===== src/rtl/enc128b130b_pkg.sv =====
// rtl/enc128b130b_pkg.sv - shared constants and helpers for the 128b/130b encode path
package enc128b130b_pkg;

  // Block framing
  localparam int BYTES_PER_BLK = 16;
  localparam int BYTE_W        = 8;
  localparam int HDR_W         = 2;
  localparam int BLK0_W        = BYTE_W + HDR_W;

  // Gearbox sizing
  localparam int BUF_W = 24;
  localparam int LVL_W = 5;
  localparam int POS_W = 4;

  // Sync header codes, bit 0 is sent first
  localparam logic [HDR_W-1:0] SYNC_DATA = 2'b10;
  localparam logic [HDR_W-1:0] SYNC_OS   = 2'b01;

  // True for the two header codes a receiver can lock onto
  function automatic logic hdr_legal(input logic [HDR_W-1:0] hdr);
    return (hdr == SYNC_DATA) || (hdr == SYNC_OS);
  endfunction

endpackage


===== src/rtl/gearbox_130b8b.sv =====
// rtl/gearbox_130b8b.sv - 130-bit block to 8-bit stream gearbox with sync header insertion
module gearbox_130b8b
  import enc128b130b_pkg::*;
(
  input  logic              clk_1G,
  input  logic              rst_1G,
  input  logic [BYTE_W-1:0] scram_data_in,
  input  logic              in_valid,
  input  logic [HDR_W-1:0]  sync_hdr,
  output logic              in_ready,
  output logic [BYTE_W-1:0] out_data,
  output logic              out_valid,
  output logic [POS_W-1:0]  blk_pos,
  output logic              hdr_err
);

  // Registered state: buffer contents, fill level, block position and outputs
  logic [BUF_W-1:0]  gbuf_q, gbuf_d;
  logic [LVL_W-1:0]  level_q, level_d;
  logic [POS_W-1:0]  blk_pos_q, blk_pos_d;
  logic [BYTE_W-1:0] out_data_q, out_data_d;
  logic              out_valid_q, out_valid_d;
  logic              hdr_err_q, hdr_err_d;

  // Per-cycle intermediates
  logic              drain;
  logic [LVL_W-1:0]  base;
  logic              accept;
  logic              blk_start;
  logic [BLK0_W-1:0] ins_bits;
  logic [LVL_W-1:0]  ins_len;
  logic [BUF_W-1:0]  kept;
  logic [BUF_W-1:0]  ins_vec;

  // Drain decision and back-pressure, derived only from the registered level
  always_comb begin
    drain    = 1'b0;
    base     = level_q;
    in_ready = 1'b0;
    if (level_q >= LVL_W'(BYTE_W)) begin
      drain = 1'b1;
      base  = level_q - LVL_W'(BYTE_W);
    end
    // Room must exist for the widest append (a header byte) after this cycle's drain
    in_ready = ((6'(base) + 6'(BLK0_W)) <= 6'(BUF_W));
  end

  // Buffer shift, bit insertion at the post-drain level, and next-state for all flops
  always_comb begin
    accept    = in_valid && in_ready;
    blk_start = (blk_pos_q == '0);

    if (blk_start) begin
      ins_bits = {scram_data_in, sync_hdr};
      ins_len  = LVL_W'(BLK0_W);
    end else begin
      ins_bits = {{HDR_W{1'b0}}, scram_data_in};
      ins_len  = LVL_W'(BYTE_W);
    end

    // Bits above the level are always zero, so OR-ing the new bits in is safe
    kept    = drain ? (gbuf_q >> BYTE_W) : gbuf_q;
    ins_vec = {{(BUF_W-BLK0_W){1'b0}}, ins_bits} << base;

    gbuf_d      = kept;
    level_d     = base;
    blk_pos_d   = blk_pos_q;
    hdr_err_d   = 1'b0;
    out_valid_d = drain;
    out_data_d  = out_data_q;

    if (drain) begin
      out_data_d = gbuf_q[BYTE_W-1:0];
    end

    if (accept) begin
      gbuf_d    = kept | ins_vec;
      level_d   = base + ins_len;
      hdr_err_d = blk_start && !hdr_legal(sync_hdr);
      if (blk_pos_q == POS_W'(BYTES_PER_BLK - 1)) begin
        blk_pos_d = '0;
      end else begin
        blk_pos_d = blk_pos_q + 1'b1;
      end
    end
  end

  // State register; reset discards any partially sent block
  always_ff @(posedge clk_1G or negedge rst_1G) begin
    if (!rst_1G) begin
      gbuf_q      <= '0;
      level_q     <= '0;
      blk_pos_q   <= '0;
      out_data_q  <= '0;
      out_valid_q <= 1'b0;
      hdr_err_q   <= 1'b0;
    end else begin
      gbuf_q      <= gbuf_d;
      level_q     <= level_d;
      blk_pos_q   <= blk_pos_d;
      out_data_q  <= out_data_d;
      out_valid_q <= out_valid_d;
      hdr_err_q   <= hdr_err_d;
    end
  end

  assign out_data  = out_data_q;
  assign out_valid = out_valid_q;
  assign blk_pos   = blk_pos_q;
  assign hdr_err   = hdr_err_q;

endmodule

===== config.mk =====
export PLATFORM = sky130hd
export DESIGN_NAME = gearbox_130b8b
export DESIGN_NICKNAME = d
export VERILOG_FILES = /design/src/rtl/enc128b130b_pkg.sv /design/src/rtl/gearbox_130b8b.sv
export SDC_FILE = /design/constraint.sdc
export NUM_CORES = 1
export LEC_CHECK = 0
export ABC_AREA = 1
export CORE_ASPECT_RATIO = 0.8
export CORE_MARGIN = 4
export CORE_UTILIZATION = 60
export CTS_CLUSTER_SIZE = 20
export DETAILED_ROUTE_END_ITERATION = 6
export GPL_TIMING_DRIVEN = 0
export PLACE_DENSITY = 0.83
export SLEW_MARGIN = 20
export SYNTH_ARGS = -nofsm -noshare
export SYNTH_HDL_FRONTEND = slang
export SYNTH_SLANG_ARGS = --single-unit

===== constraint.sdc =====
create_clock -name clk_1G -period 2.5 [get_ports clk_1G]
set_input_delay 0.25 -clock clk_1G [delete_from_list [all_inputs] [get_ports clk_1G]]
set_output_delay 0.25 -clock clk_1G [all_outputs]
set_load 0.01 [all_outputs]

* Word level (Yosys, flattened, before mapping) *
Index checks and enable logic that the tools add are counted.
Widths: inputs -> output; s select.

word-level totals
  register bits = 43
  bits of input ports = 13
  output and inout port bits = 15
  word-level logic and storage cells = 31

operators by class
  add/subtract/negate cells = 4
  $lt $le $gt $ge = 2
  equality and inequality tests = 3
  shifts and indexed selects = 1
  multiplexer cells = 9
  bitwise operators = 1
  reduce and logical (&&, ||, !) cells = 5

operators by type and width
  kind                 number
  $mux 24              2
  $or 24x24->24        1
  $shl 10x5->24        1
  $mux 10              1
  $mux 5               2
  $add 5x4->6 const B  1
  $le 6x5->1 const B   1
  $add 5x5->5          1
  $ge 5x4->1 const B   1
  $sub 5x4->5 const B  1
  $add 4x1->4 const B  1
  $eq 4x4->1 const B   1
  $logic_not 4->1      1
  $mux 4               1
  $eq 2x1->1 const B   1
  $eq 2x2->1 const B   1
  $logic_and 1x1->1    2
  $mux 1               2
  $mux 2               1
  $logic_not 1->1      1
  $logic_or 1x1->1     1

* Longest topological paths before layout *
Gate-level depths: netlist (run 1).

  word-level depth = 6
  mapped depth = 14

* Worst setup path after synthesis (run 1) *
No wires, ideal clock.

  path type = register -> register
  start = reg blk_pos_q[0], in the netlist blk_pos[0]
  end = reg level_q[2]
  arrival = 1.529 ns
  setup slack = 0.835 ns
  cell stages (with the launch flop) = 10
  clock period less this slack = 1.665 ns
  path through = dfrtp_1 inv_1 ha_1 buf_4 nand2_1 nor2_2 ha_1 ha_1 nand2_1 o21ai_0

on the way
  word-level cells in the longest chain between the ends = 4

ends and longest elaborated chain
  item                    line                   text
  start, declared         gearbox_130b8b.sv:20   logic [POS_W-1:0] blk_pos_q, blk_pos_d;
  start signal, assigned  gearbox_130b8b.sv:100  blk_pos_q <= blk_pos_d;
  $logic_not 4->1         gearbox_130b8b.sv:51   blk_start = (blk_pos_q == '0);
  $mux 2                  gearbox_130b8b.sv:53   if (blk_start) begin
  $add 5x5->5             gearbox_130b8b.sv:78   level_d = base + ins_len;
  $mux 5                  gearbox_130b8b.sv:76   if (accept) begin
  end signal, assigned    gearbox_130b8b.sv:99   level_q <= level_d;
  end, declared           gearbox_130b8b.sv:19   logic [LVL_W-1:0] level_q, level_d;

No other way between the ends.
A chain may end at the register's enable or synchronous reset.

* Worst setup path after layout (run 1) *
  start = reg blk_pos_q[0], in the netlist blk_pos[0]
  end = reg gbuf_q[15]

on the way
  word-level cells in the longest chain between the ends = 5

ends and longest elaborated chain
  item                  line                  text
  $logic_not 4->1       gearbox_130b8b.sv:51
  $mux 10               gearbox_130b8b.sv:53
  $shl 10x5->24         gearbox_130b8b.sv:63  ins_vec = {{(BUF_W-BLK0_W){1'b0}}, ins_bits} << base;
  $or 24x24->24         gearbox_130b8b.sv:77  gbuf_d = kept | ins_vec;
  $mux 24               gearbox_130b8b.sv:76
  named net gbuf_d[15]  gearbox_130b8b.sv:18  logic [BUF_W-1:0] gbuf_q, gbuf_d;
  end signal, assigned  gearbox_130b8b.sv:98  gbuf_q <= gbuf_d;
  end, declared         gearbox_130b8b.sv:18

The timed path passes the listed nets, and every way through them passes these cells.

==> out/qor.txt, run 1 <==
PLACE
-------------------------------------------------------------------------------------------------
DPL Wire Length                                                                           4270 um
DP Cell Count                                                                                 407
Placed inst area                                                                     0.00272 mm^2
Placer congestion estimate                                                                  0.909
Number of buffers inserted by port buffering                                                   26

STA
-------------------------------------------------------------------------------------------------
Setup TNS                                                                                    0 ps
Final setup vio count                                                                           0
Transition time at the pin with the least slew margin                                      507 ps
Achievable frequency                                                                      532 MHz
Unrepaired setup endpoints after global routing                                                no
Headroom to the max-slew limit                                                              66.2%
Final hold violation count                                                                      0
Clock skew after layout                                                                   4.15 ps
Max-slew violation total from the final report                                                  0
Period Utilization, post-route                                                              75.2%
Final Critical Period                                                                     1880 ps

CLOCKING
-------------------------------------------------------------------------------------------------
Maximum count of clock buffers along a single path                                              2
Skew-Pair Late Insertion Delay                                                             290 ps
Number of cells upsized or downsized after cts                                                  0
TritonCTS clock tree                                                                        built
Clock edge transition at the registers on the reported setup and hold paths                 80 ps
Depth of the CTS H-tree                                                                         2
# Post-CTS Setup Buffers                                                                        0
Total CTS buffers                                                                               5
CTS hold repair buffers                                                                         1
CTS sink count                                                                                 42
CTS Root Buffer Type                                                                     clkbuf_8

SETUP PATH
-------------------------------------------------------------------------------------------------
Category of the critical setup timing path                                             reg -> reg
Logic depth of the worst path, buffers included                                                14
Arrival time worst endpoint                                                               2060 ps
Cell with the largest stage delay on the worst path                                       dfrtp_1
CP max FO                                                                                       9
Required time of the worst setup path                                                     2680 ps
Worst path bufs/invs                                                                            2
Sequence of cells on the critical path                                               inv_1 > ha_1 > buf_4 > nand2_1 > nor2_2 > nand2_1 > nand2_1 > nand2_1 > nand2_1 > nand2_1 > nand2_1 > nand2_1 > nand2_1 > nand2_1
Number of cells on the worst reg-to-reg path                                                   14
Crit start category                                                                          flop
Kind of cell adding the most delay to the critical path                              simple AND/OR/NAND/NOR gates
Most frequent cell on the critical path                                                   nand2_1
Kind of end point of the critical path                                                       flop
Longest individual stage delay on the worst path                                           430 ps

SYNTH
-------------------------------------------------------------------------------------------------
Ranking of synthesized cells by instance count                                       nand2_1 (121), dfrtp_1 (42), nand3_1 (41)
Most frequently used cell type in the post-synthesis netlist                              nand2_1
Number of distinct library cell variants in the gate-level netlist after synthesis             29
Main flop type after synthesis                                                            dfrtp_1
Mapped Area                                                                          0.00237 mm^2
Cell types occupying the most area after synthesis                                   dfrtp_1 (44%), nand2_1 (19%), nand3_1 (8.6%)
Async set-or-reset flop fraction in the synthesized netlist                                  100%
Mean post-synth cell area                                                               7.30 um^2
Sequential fraction of the synthesis area                                                   44.3%
Yosys reg bits                                                                                 42
Synthesis Warnings                                                                              0
Library cell with the largest summed area after synthesis                                 dfrtp_1
Instance count of the mapped netlist                                                          325
Syn_nets                                                                                      342
Area share of the leading cell type in the synthesized netlist                              44.3%
Number of flops mapped to enable cells by yosys                                                 0

GRT
-------------------------------------------------------------------------------------------------
Maximum number of pins on one net before global-route repair                                   31
Number of global-route vias before repair                                                    2135
Initial antenna violation count                                                                 0
Residual overflow from global routing                                                           0
First-pass GRT wire length                                                                9760 um
Total track usage                                                                           24.8%

FINISH
-------------------------------------------------------------------------------------------------
Utilization after layout                                                                    73.8%
Fillers                                                                                       306
Fraction of layout cells with a size suffix above 1                                         6.94%
Layout overhead on the synthesized area                                                     18.2%
Multi-input combinational cell area                                                  0.00114 mm^2
Diode insertion count for antenna repair                                                        0
Net count of the finished layout                                                              377
Number of standard cells in the final layout excluding fillers                                415
Non-Filler Cell Area, Final                                                          0.00281 mm^2
Flip-flop and latch area                                                             0.00105 mm^2

DRT
-------------------------------------------------------------------------------------------------
DRT Pass-1 Iters                                                                                5
Post-DRT Antenna Nets                                                                           0
Wirelength per Cell                                                                       13.3 um
Number of violations reported at the end of detailed-routing iteration 0                      215
Routed via count                                                                             2250
Routed via count divided by cell count                                                       5.42
Final wirelength                                                                          5540 um
Post-route DRC violation count                                                                  0

FLOORPLANNING
-------------------------------------------------------------------------------------------------
Die Span X                                                                                78.3 um
Total Die Area                                                                       0.00503 mm^2
Initial Util                                                                                62.4%
Count of pins on the block boundary                                                            28
Core region area                                                                     0.00380 mm^2
Die height                                                                                64.3 um
Site row count                                                                                 20

RUN
-------------------------------------------------------------------------------------------------
Max Cap Viol                                                                                    0

OUTCOME
-------------------------------------------------------------------------------------------------
Outcome                                                                              finished, final reports clean

PWR
-------------------------------------------------------------------------------------------------
P per Cell Area                                                                       936 mW/mm^2
Static leakage                                                                            1.47 nW
Maximum ir drop on the vdd rail                                                            539 uV

MIN PATH
-------------------------------------------------------------------------------------------------
Class of the worst hold path                                                            in -> reg
Worst hold path depth                                                                           3

## metal layers
layer | vias to the layer above | part of all wire, % | GRT usage, %
met1 | 1037 | 47 | 35.0
met2 | 82 | 44 | 38.9
met5 | - | 0 | 0
li1 | 1120 | - | -
met3 | 11 | 6.6 | 4.51
met4 | 0 | 1.8 | 8.08
## stage by stage
stage	setup slack, ps	hold slack (ps)	power [W]
after detailed placement	644	174	0.00222
after floorplan	835	-45.6	0.00179
after global placement	95.3	455	0.00218
after global routing	407	290	0.00285
final	619	279	0.00263
after CTS	621	276	0.00262
## kinds of logic (layout without fill, tap and decap cells)
| group | after synthesis | after routing | share of synthesized area, % |
|---|---|---|---|
| compound gates | 34 | 34 | 7.64 |
| xor+xnor | 2 | 2 | 0.738 |
| fa+ha+maj | 4 | 4 | 2.11 |
| buf+inv | 44 | 79 | 7.70 |
| flops | 42 | 42 | 44.3 |
| mux | 2 | 2 | 0.843 |
| simple gates | 197 | 197 | 36.7 |
## final timing paths
kind | startpoint | slack, ps | to
max | blk_pos[0] | 620 | gbuf_q[15]
min | in_valid | 280 | level_q[4]
max reg2reg | blk_pos[0] | 620 | gbuf_q[15]
min reg2reg | gbuf_q[3] | 480 | out_data[3]
max in group asynchronous | rst_1G | 1650 | gbuf_q[6]
min in group asynchronous | rst_1G | 390 | hdr_err
## sequential cells by signal, indices dropped and copies added, names as in the netlist
name and count:
gbuf_q 24, out_data 8, blk_pos 4, level_q 4, hdr_err 1, out_valid 1
## report_power, final
group / total (W) / leakage [nW] / internal (W) / switching (W)
Combinational: 0.00119 / 0.900 / 0.000473 / 0.000720
Clock: 0.000408 / 0.0438 / 0.000187 / 0.000220
Sequential: 0.00103 / 0.526 / 0.000881 / 0.000144
Total: 0.00263 / 1.47 / 0.00154 / 0.00108
## final cells by class
class	count	share of cell area [%]
Tap cell	55	2.45
Inverter	31	4.15
Sequential cell	42	37.4
Buffer	13	2.36
Timing Repair Buffer	28	10.2
Clock buffer	5	2.45
Clock inverter	2	0.357
Multi-Input combinational cell	239	40.6
## cells in the final DEF, fill, tap and decap left out
| master | synthesis | routed |
|---|---|---|
| buf_12 | 0 | 1 |
| nand2_1 | 121 | 121 |
| dfrtp_1 | 42 | 42 |
| nor3_2 | 1 | 1 |
| nand3_2 | 1 | 1 |
| inv_1 | 29 | 29 |
| clkinv_2 | 0 | 2 |
| dlygate4sd3_1 | 0 | 1 |
| buf_1 | 1 | 1 |
| o22ai_1 | 1 | 1 |
| clkdlybuf4s50_1 | 0 | 25 |
| ha_1 | 4 | 4 |
| nand2_2 | 1 | 1 |
| clkinv_1 | 2 | 2 |
| buf_4 | 2 | 2 |
| clkbuf_8 | 0 | 5 |
| nor2_1 | 13 | 13 |
| buf_6 | 1 | 1 |
| a21oi_2 | 1 | 1 |
| o221ai_1 | 1 | 1 |
| buf_2 | 2 | 3 |
| nand2_4 | 1 | 1 |
| nand3_1 | 41 | 41 |
| o211ai_1 | 1 | 1 |
| nor2_4 | 3 | 3 |
| nor2_2 | 3 | 3 |
| nand4_1 | 10 | 10 |
| o21ai_1 | 3 | 3 |
| nor3_1 | 2 | 2 |
| a21oi_1 | 8 | 8 |
| xor2_1 | 2 | 2 |
| o21ai_0 | 19 | 19 |
| clkbuf_1 | 7 | 7 |
| mux2i_1 | 2 | 2 |
## worst min-delay path: cells and delay by family
family          cells  cell delay, ps
buf+inv             2             190
compound gates      1              90
No activity file was read; power rests on OpenSTA's default activity.
==> run 2: changes to the inputs <==
--- a/config.mk
+++ b/config.mk
@@ -8,11 +8,11 @@
 export ABC_AREA = 1
 export CORE_ASPECT_RATIO = 0.8
 export CORE_MARGIN = 4
-export CORE_UTILIZATION = 60
+export CORE_UTILIZATION = 56
 export CTS_CLUSTER_SIZE = 20
 export DETAILED_ROUTE_END_ITERATION = 6
 export GPL_TIMING_DRIVEN = 0
-export PLACE_DENSITY = 0.83
+export PLACE_DENSITY = 0.78
 export SLEW_MARGIN = 20
 export SYNTH_ARGS = -nofsm -noshare
 export SYNTH_HDL_FRONTEND = slang
==> constraint.sdc (replaced) <==
create_clock -name clk_1G -period 1.8 [get_ports clk_1G]
set_input_delay 0.18 -clock clk_1G [delete_from_list [all_inputs] [get_ports clk_1G]]
set_output_delay 0.18 -clock clk_1G [all_outputs]
set_load 0.01 [all_outputs]
==> run 2 against run 1 <==
Effect of this change:
- combinational power grew 51%
- clock skew up 1.1 ps
- sequential share of layout area down 0.82 points
- critical path type unchanged
- worst setup slack lost 530 ps
- power rose by 44%
- global-route usage is 1.7 points lower
- sequential power grew 38%
- utilization fell by 0.66 points
- via count grew 3.6%
- clock power increased by 39%
- flip-flop and latch count unchanged
- fmax up 9.8%
==> out/qor.txt, run 2 (same netlist as run 1, synthesis figures left out) <==
GRT
------------------------------------------------------------------------------------------
Residual overflow from global routing                                                    0   unchanged
Met1 global-route usage                                                              32.7%   -2.3 points
Number of global-route vias before repair                                             2120   -0.70%
M2 GR Usage                                                                          37.0%   -1.9 points
First-pass GRT wire length                                                         9540 um   -2.3%
Total track usage                                                                    23.1%   -1.7 points
Maximum number of pins on one net before global-route repair                            29   -6.5%
Initial antenna violation count                                                          0   unchanged
Met3 Usage GRT                                                                       4.22%   -0.28 points
Layer with the highest usage after global routing                                     met2

RUN
------------------------------------------------------------------------------------------
Max Cap Viol                                                                             0   unchanged

PLACE
------------------------------------------------------------------------------------------
Number of buffers inserted by port buffering                                            26   unchanged
DPL Wire Length                                                                    4290 um   +0.54%
Dpl ws                                                                            -50.9 ps   -695 ps
Placer congestion estimate                                                           0.908   -0.11%

DRT
------------------------------------------------------------------------------------------
Routed via count                                                                      2330   +3.6%
Number of violations reported at the end of detailed-routing iteration 0               178   -17%
Post-route DRC violation count                                                           0   unchanged
Final wirelength                                                                   5680 um   +2.5%
DRT Pass-1 Iters                                                                         4   -1
Post-DRT Antenna Nets                                                                    0   unchanged
Wirelength per Cell                                                                13.5 um   +1.3%
Routed via count divided by cell count                                                5.55   +2.3%

FINISH
------------------------------------------------------------------------------------------
Max reg flops                                                                           24   unchanged
Most frequent cells in the layout                                             nand2_1 (118), dfrtp_1 (41), nand3_1 (40)
Fraction of layout cells with a size suffix above 1                                  10.7%   +3.7 points
Net count of the finished layout                                                       382   +1.3%
Diode insertion count for antenna repair                                                 0   unchanged
Layout overhead on the synthesized area                                              21.0%
Commonest non-fill, non-tap cell in the layout                                     nand2_1
Register with the highest flop count                                                gbuf_q
Utilization after layout                                                             73.1%   -0.66 points

PWR
------------------------------------------------------------------------------------------
Sequential power share                                                               37.5%   -1.6 points
Clock network fraction of total power                                                15.0%   -0.5 points
Switching power summed over all nets                                             0.00156 W   +44%
P per Cell Area                                                               1320 mW/mm^2   +41%
Power Total                                                                      0.00378 W   +44%
Internal power contribution                                                      0.00222 W   +44%
Part of the total power dissipated in combinational logic                            47.5%   +2.1 points
Maximum ir drop on the vdd rail                                                     782 uV   +45%
Switching share of power                                                             41.3%   about the same
Static leakage                                                                     1.50 nW   +1.9%

SETUP PATH
------------------------------------------------------------------------------------------
Sequence of cells on the critical path                                        inv_2 > ha_1 > buf_6 > nand2_2 > nor2_4 > ha_2 > ha_1 > nand2_1 > o21ai_0
Number of cells on the worst reg-to-reg path                                             9   -5
Kind of end point of the critical path                                                flop
Category of the critical setup timing path                                      reg -> reg
Cell with the largest stage delay on the worst path                                dfrtp_1
FF-to-FF setup slack                                                                 90 ps   -530 ps
Required time of the worst setup path                                              1950 ps   -730 ps
FF-to-FF Start                                                                  blk_pos[1]
Longest individual stage delay on the worst path                                    420 ps   about the same
Worst reg2reg endpoint                                                          level_q[2]
Crit start category                                                                   flop
Arrival time worst endpoint                                                        1860 ps   -200 ps
CP max FO                                                                                7   -2
Most frequent cell on the critical path                                               ha_1

FLOORPLANNING
------------------------------------------------------------------------------------------
Count of pins on the block boundary                                                     28   unchanged
Initial Util                                                                         60.4%   -2.0 points
Die Span X                                                                         80.8 um   +3.1%
Core region area                                                              0.00393 mm^2   +3.3%
Total Die Area                                                                0.00535 mm^2   +6.3%
Die height                                                                         66.2 um   +3.1%
Site row count                                                                          20   unchanged

STA
------------------------------------------------------------------------------------------
Slack of the critical path                                                         87.0 ps   -532 ps
Transition time at the pin with the least slew margin                               482 ps   -25.3 ps
Final Critical Period                                                              1710 ps   -168 ps
Max-slew violation total from the final report                                           0   unchanged
Period Utilization, post-route                                                       95.2%   +20 points
Achievable frequency                                                               584 MHz   +9.8%
Headroom to the max-slew limit                                                       67.9%   +1.7 points
Final hold slack                                                                    222 ps   -57.2 ps
Final hold violation count                                                               0   unchanged
Final setup vio count                                                                    0   unchanged
Unrepaired setup endpoints after global routing                                        yes
Clock skew after layout                                                            5.20 ps   +1.05 ps

CLOCKING
------------------------------------------------------------------------------------------
CTS Root Buffer Type                                                              clkbuf_8
TritonCTS clock tree                                                                 built
Skew-Pair Late Insertion Delay                                                      280 ps   about the same
CTS sink count                                                                          42   unchanged
Maximum count of clock buffers along a single path                                       2   unchanged
Total CTS buffers                                                                        5   unchanged
Clock edge transition at the registers on the reported setup and hold paths          80 ps   about the same
Depth of the CTS H-tree                                                                  2   unchanged

MIN PATH
------------------------------------------------------------------------------------------
Worst hold path depth                                                                    3   unchanged
Class of the worst hold path                                                     in -> reg
Hold path startpoint                                                              in_valid
Hold-critical path endpoint                                                     level_q[4]

OUTCOME
------------------------------------------------------------------------------------------
Outcome                                                                       finished, final reports clean

## run 2: power groups by stage
| stage | clock, W | sequential (W) | combinational (W) |
|---|---|---|---|
| 3_3_place_gp | 0 | 0.00142 | 0.00161 |
| 6_report | 0.000567 | 0.00142 | 0.00180 |
| 3_5_place_dp | 0 | 0.00143 | 0.00165 |
| 2_1_floorplan | 0 | 0.00146 | 0.00103 |
| 5_1_grt | 0.000621 | 0.00145 | 0.00200 |
| 4_1_cts | 0.000587 | 0.00141 | 0.00170 |
## run 2: worst max path at each step
stage	start	to	slack [ps]	cells after the start
finish	blk_pos[1]	level_q[2]	90	9
global route	blk_pos[1]	gbuf_q[15]	-50	14
CTS	blk_pos[1]	gbuf_q[11]	10	12
detailed placement	blk_pos[0]	level_q[2]	-50	9
global placement	rst_1G	gbuf_q[6]	-610	1
floorplan	blk_pos[0]	level_q[2]	130	9
## run 2: repair_timing
| action | in CTS | in global routing |
|---|---|---|
| pin swaps | 1 | 2 |
| endpoints found under the hold margin | 14 | 0 |
| setup buffers | 1 | 4 |
| hold buffers | 1 | 0 |
| resized for setup | 3 | 8 |
| endpoints found under the setup margin | 5 | 12 |
## run 2: through the flow
step | TNS [ps] | instances | cell area [um^2]
floorplan | 0 | 325 | 2370
global placement | -25400 | 406 | 2700
detailed placement | -137 | 407 | 2720
CTS | 0 | 416 | 2830
global route | -82.8 | 420 | 2870
finish | 0 | 420 | 2870
## run 2: cell type report
| cell class | count | area [um^2] |
|---|---|---|
| inverters | 31 | 116 |
| fillers | 329 | 1060 |
| clock buffers | 5 | 68.8 |
| flip-flops and latches | 42 | 1050 |
| well taps | 55 | 68.8 |
| clock inverters | 2 | 10.0 |
| plain buffers | 13 | 71.3 |
| repair buffers | 33 | 323 |
| multi-input cells | 239 | 1160 |
## run 2: layer usage
metal | part of all wire (%) | up-vias
li1 | - | 1134
met1 | 47 | 1121
met2 | 46 | 71
met3 | 6.2 | 4
met4 | 0.70 | 0
met5 | 0 | -
## run 2: worst max-delay path: cells and delay by family (launching register included)
family                     cells  cell delay, ps
adders and majority gates      3             590
DFF                            1             420
and+or+nand+nor                3             280
buffers and inverters          2             210
AOI/OAI and AO/OA              1              70
==> run 3: changes to the inputs <==
--- a/config.mk
+++ b/config.mk
@@ -5,7 +5,6 @@
 export SDC_FILE = /design/constraint.sdc
 export NUM_CORES = 1
 export LEC_CHECK = 0
-export ABC_AREA = 1
 export CORE_ASPECT_RATIO = 0.8
 export CORE_MARGIN = 4
 export CORE_UTILIZATION = 56
==> run 3 against run 2 <==
Effect of this change:
- the flow now finishes with violations (negative setup slack)
- area after synthesis shrank 0.21%
- combinational power increased by 28%
- cell area rose by 6.1%
- routed wire length rose by 2.3%
- via count down 11%
- critical path type unchanged
- clock-buffer cell count rose by 1
- die area decreased by 0.18%
==> out/qor.txt, run 3 <==
OUTCOME
-------------------------------------------------------------------------------------------------
Outcome                                                                              finished with violations
Violated checks                                                                      negative setup slack

DRT
-------------------------------------------------------------------------------------------------
DRT Pass-1 Iters                                                                                5   +1
WL met2                                                                                   2640 um   +0.92%
Post-DRT Antenna Nets                                                                           0   unchanged
Final wirelength                                                                          5810 um   +2.3%
Met1 Routed Length                                                                        2610 um   -2.1%
Post-route DRC violation count                                                                  0   unchanged
Top routing layer in use                                                                     met4
Wirelength per Cell                                                                       16.4 um   +21%
Number of violations reported at the end of detailed-routing iteration 0                      181   +1.7%
Metal3 WL                                                                                  450 um   +28%
Routed via count divided by cell count                                                       5.85   +5.5%
Routed via count                                                                             2072   -11%

FINISH
-------------------------------------------------------------------------------------------------
Max reg flops                                                                                  24   unchanged
Number of standard cells in the final layout excluding fillers                                354   -16%
Commonest non-fill, non-tap cell in the layout                                            nand2_1
Multi-input combinational cell area                                                  0.00132 mm^2   +13%
Fillers                                                                                       274   -17%
Fraction of layout cells with a size suffix above 1                                         21.1%   +10 points
Most frequent cells in the layout                                                    nand2_1 (52), dfrtp_1 (41), clkdlybuf4s50_1 (25)
Net count of the finished layout                                                              315   -18%
Diode insertion count for antenna repair                                                        0   unchanged
Flip-flop and latch area                                                             0.00105 mm^2   unchanged
Non-Filler Cell Area, Final                                                          0.00305 mm^2   +6.1%
Register with the highest flop count                                                       gbuf_q
Layout overhead on the synthesized area                                                     28.7%

CLOCKING
-------------------------------------------------------------------------------------------------
Depth of the CTS H-tree                                                                         2   unchanged
Maximum count of clock buffers along a single path                                              2   unchanged
Total CTS buffers                                                                               5   unchanged
CTS sink count                                                                                 42   unchanged
Clock edge transition at the registers on the reported setup and hold paths                 80 ps   about the same
Skew-Pair Late Insertion Delay                                                             300 ps   +20 ps
TritonCTS clock tree                                                                        built
CTS Root Buffer Type                                                                     clkbuf_8

PWR
-------------------------------------------------------------------------------------------------
Internal power contribution                                                             0.00279 W   +26%
Clock network fraction of total power                                                       16.5%   +1.5 points
Switching power summed over all nets                                                    0.00172 W   +10%
Switching share of power                                                                    38.2%   -3.2 points
Power Total                                                                             0.00452 W   +19%
Static leakage                                                                            1.33 nW   -11%
Part of the total power dissipated in combinational logic                                   51.2%   +3.7 points
Sequential power share                                                                      32.3%   -5.2 points
P per Cell Area                                                                      1480 mW/mm^2   +13%
Maximum ir drop on the vdd rail                                                            921 uV   +18%

GRT
-------------------------------------------------------------------------------------------------
Maximum number of pins on one net before global-route repair                                   29   unchanged
First-pass GRT wire length                                                                9500 um   -0.36%
Number of global-route vias before repair                                                    1926   -9.2%
Residual overflow from global routing                                                           0   unchanged
Initial antenna violation count                                                                 0   unchanged
Total track usage                                                                           23.5%   +0.36 points

STA
-------------------------------------------------------------------------------------------------
Transition time at the pin with the least slew margin                                      605 ps   +123 ps
Slack of the critical path                                                                -248 ps   -335 ps
Final setup vio count                                                                          25   +25
Max-slew violation total from the final report                                                  0   unchanged
Headroom to the max-slew limit                                                              59.7%   -8.2 points
Period Utilization, post-route                                                               114%   +19 points
Final Critical Period                                                                     2050 ps   +335 ps
Clock skew after layout                                                                   6.04 ps   +0.839 ps
Final hold violation count                                                                      0   unchanged
Unrepaired setup endpoints after global routing                                               yes
Achievable frequency                                                                      488 MHz   -16%

FLOORPLANNING
-------------------------------------------------------------------------------------------------
Site row count                                                                                 20   unchanged
Count of pins on the block boundary                                                            28   unchanged
Core region area                                                                     0.00393 mm^2   unchanged
Die Span X                                                                                80.7 um   about the same
Die height                                                                                66.2 um   about the same
Total Die Area                                                                       0.00534 mm^2   -0.18%
Initial Util                                                                                60.3%   -0.13 points

MIN PATH
-------------------------------------------------------------------------------------------------
Class of the worst hold path                                                          in -> async

PLACE
-------------------------------------------------------------------------------------------------
Placed inst area                                                                     0.00275 mm^2   +1.1%
Number of buffers inserted by port buffering                                                   27   +3.8%
Placer congestion estimate                                                                  0.861   -5.2%
DP Cell Count                                                                                 335   -18%
DPL Wire Length                                                                           4110 um   -4.3%
Dpl ws                                                                                    -310 ps   -259 ps

SYNTH
-------------------------------------------------------------------------------------------------
Synthesis Warnings                                                                              0   unchanged
Mapped Area                                                                          0.00237 mm^2   -0.21%
Area share of the leading cell type in the synthesized netlist                              44.4%   +0.094 points
Main flop type after synthesis                                                            dfrtp_1
Mean post-synth cell area                                                               9.40 um^2   +29%
Syn_nets                                                                                      269   -21%
Sequential fraction of the synthesis area                                                   44.4%   +0.094 points
Number of distinct library cell variants in the gate-level netlist after synthesis             49   +69%
Instance count of the mapped netlist                                                          252   -22%
Yosys reg bits                                                                                 42   unchanged
Async set-or-reset flop fraction in the synthesized netlist                                  100%   unchanged
Ranking of synthesized cells by instance count                                       nand2_1 (52), dfrtp_1 (42), mux2i_1 (21)
Library cell with the largest summed area after synthesis                                 dfrtp_1
Number of flops mapped to enable cells by yosys                                                 0   unchanged
Cell types occupying the most area after synthesis                                   dfrtp_1 (44%), mux2i_1 (8.9%), nand2_1 (8.2%)
Most frequently used cell type in the post-synthesis netlist                              nand2_1

SETUP PATH
-------------------------------------------------------------------------------------------------
FF-to-FF Start                                                                         blk_pos[1]
Required time of the worst setup path                                                     2010 ps   +60 ps
Kind of end point of the critical path                                                       flop
Crit start category                                                                          flop
Arrival time worst endpoint                                                               2260 ps   +400 ps
CP max FO                                                                                       5   -2
Worst setup startpoint                                                                 blk_pos[1]
Category of the critical setup timing path                                             reg -> reg

RUN
-------------------------------------------------------------------------------------------------
Max Cap Viol                                                                                    0   unchanged

[run 3: cell count changes in the layout (fill, tap and decap cells not counted), sizes merged, moves of 7 or more]
cell / previous run / this run
buf: 12 / 21
inv: 29 / 5
mux2: 0 / 10
mux2i: 2 / 21
nand2: 123 / 52
nand3: 42 / 8
o21ai: 22 / 15
[run 3: worst max-delay path, stage by stage (launching register included)]
cell and delay (ps):
dfrtp_1 390, inv_2 90, ha_4 120, or3b_1 350
buf_6 150, clkinv_8 60, mux2_4 320, mux2_4 300
o211ai_1 180
[run 3: power by group through the flow]
| stage | clock [W] | sequential, W | combinational, W |
|---|---|---|---|
| 3_5_place_dp | 0 | 0.00148 | 0.00198 |
| 6_report | 0.000747 | 0.00146 | 0.00231 |
| 2_1_floorplan | 0 | 0.00152 | 0.00127 |
| 3_3_place_gp | 0 | 0.00147 | 0.00195 |
| 4_1_cts | 0.000756 | 0.00146 | 0.00216 |
| 5_1_grt | 0.000792 | 0.00150 | 0.00251 |
[run 3: worst paths after layout]
kind,slack [ps],depth (start not counted),end
setup / recovery,-250,8,gbuf_q[14]
hold / removal,330,2,level_q[1]
min in group clk_1G,470,2,out_data[3]
setup reg to reg,-250,8,gbuf_q[14]
max in group asynchronous,1000,3,out_data[3]
hold reg to reg,470,2,out_data[3]
[run 3: layout make-up]
| type | instances | share of cell area [%] |
|---|---|---|
| timing repair buffer | 40 | 12.6 |
| multi-input combinational | 186 | 43.2 |
| buffer | 16 | 2.54 |
| tap | 55 | 2.26 |
| inverter | 7 | 1.27 |
| clock buffer | 6 | 2.38 |
| clock inverter | 2 | 1.23 |
| sequential | 42 | 34.5 |
[run 3: cells by family (layout without fill, tap and decap cells)]
| logic type | Yosys count | count (layout) | synth area share [%] |
|---|---|---|---|
| muxes | 31 | 31 | 13.9 |
| AOI/OAI and AO/OA | 51 | 51 | 15.2 |
| xor gates and xnor gates | 2 | 2 | 0.740 |
| buffers and inverters | 24 | 71 | 5.39 |
| and+or+nand+nor | 98 | 98 | 18.2 |
| DFF | 42 | 42 | 44.4 |
| adders and majority gates | 4 | 4 | 2.11 |
[run 3: through the flow]
step	utilization, %	TNS, ps	hold slack (ps)
after floorplan	-	-1260	-116
after global placement	69.6	-26350	451
after detailed placement	69.9	-4230	115
after CTS	75.5	-3320	324
after global routing	77.6	-5030	357
final	77.6	-3580	333
[run 3: repair_timing]
item | CTS | global route
pin swaps | 5 | 5
endpoints found under the setup margin | 27 | 29
resized for setup | 12 | 20
endpoints found under the hold margin | 14 | 0
hold buffers | 1 | 0
buffers inserted | 7 | 4
[run 3: metal layers]
| layer | GRT usage (%) | vias to the layer above |
|---|---|---|
| li1 | - | 987 |
| met1 | 34.1 | 982 |
| met2 | 34.6 | 88 |
| met3 | 5.18 | 15 |
| met4 | 7.59 | 0 |
| met5 | 0 | - |
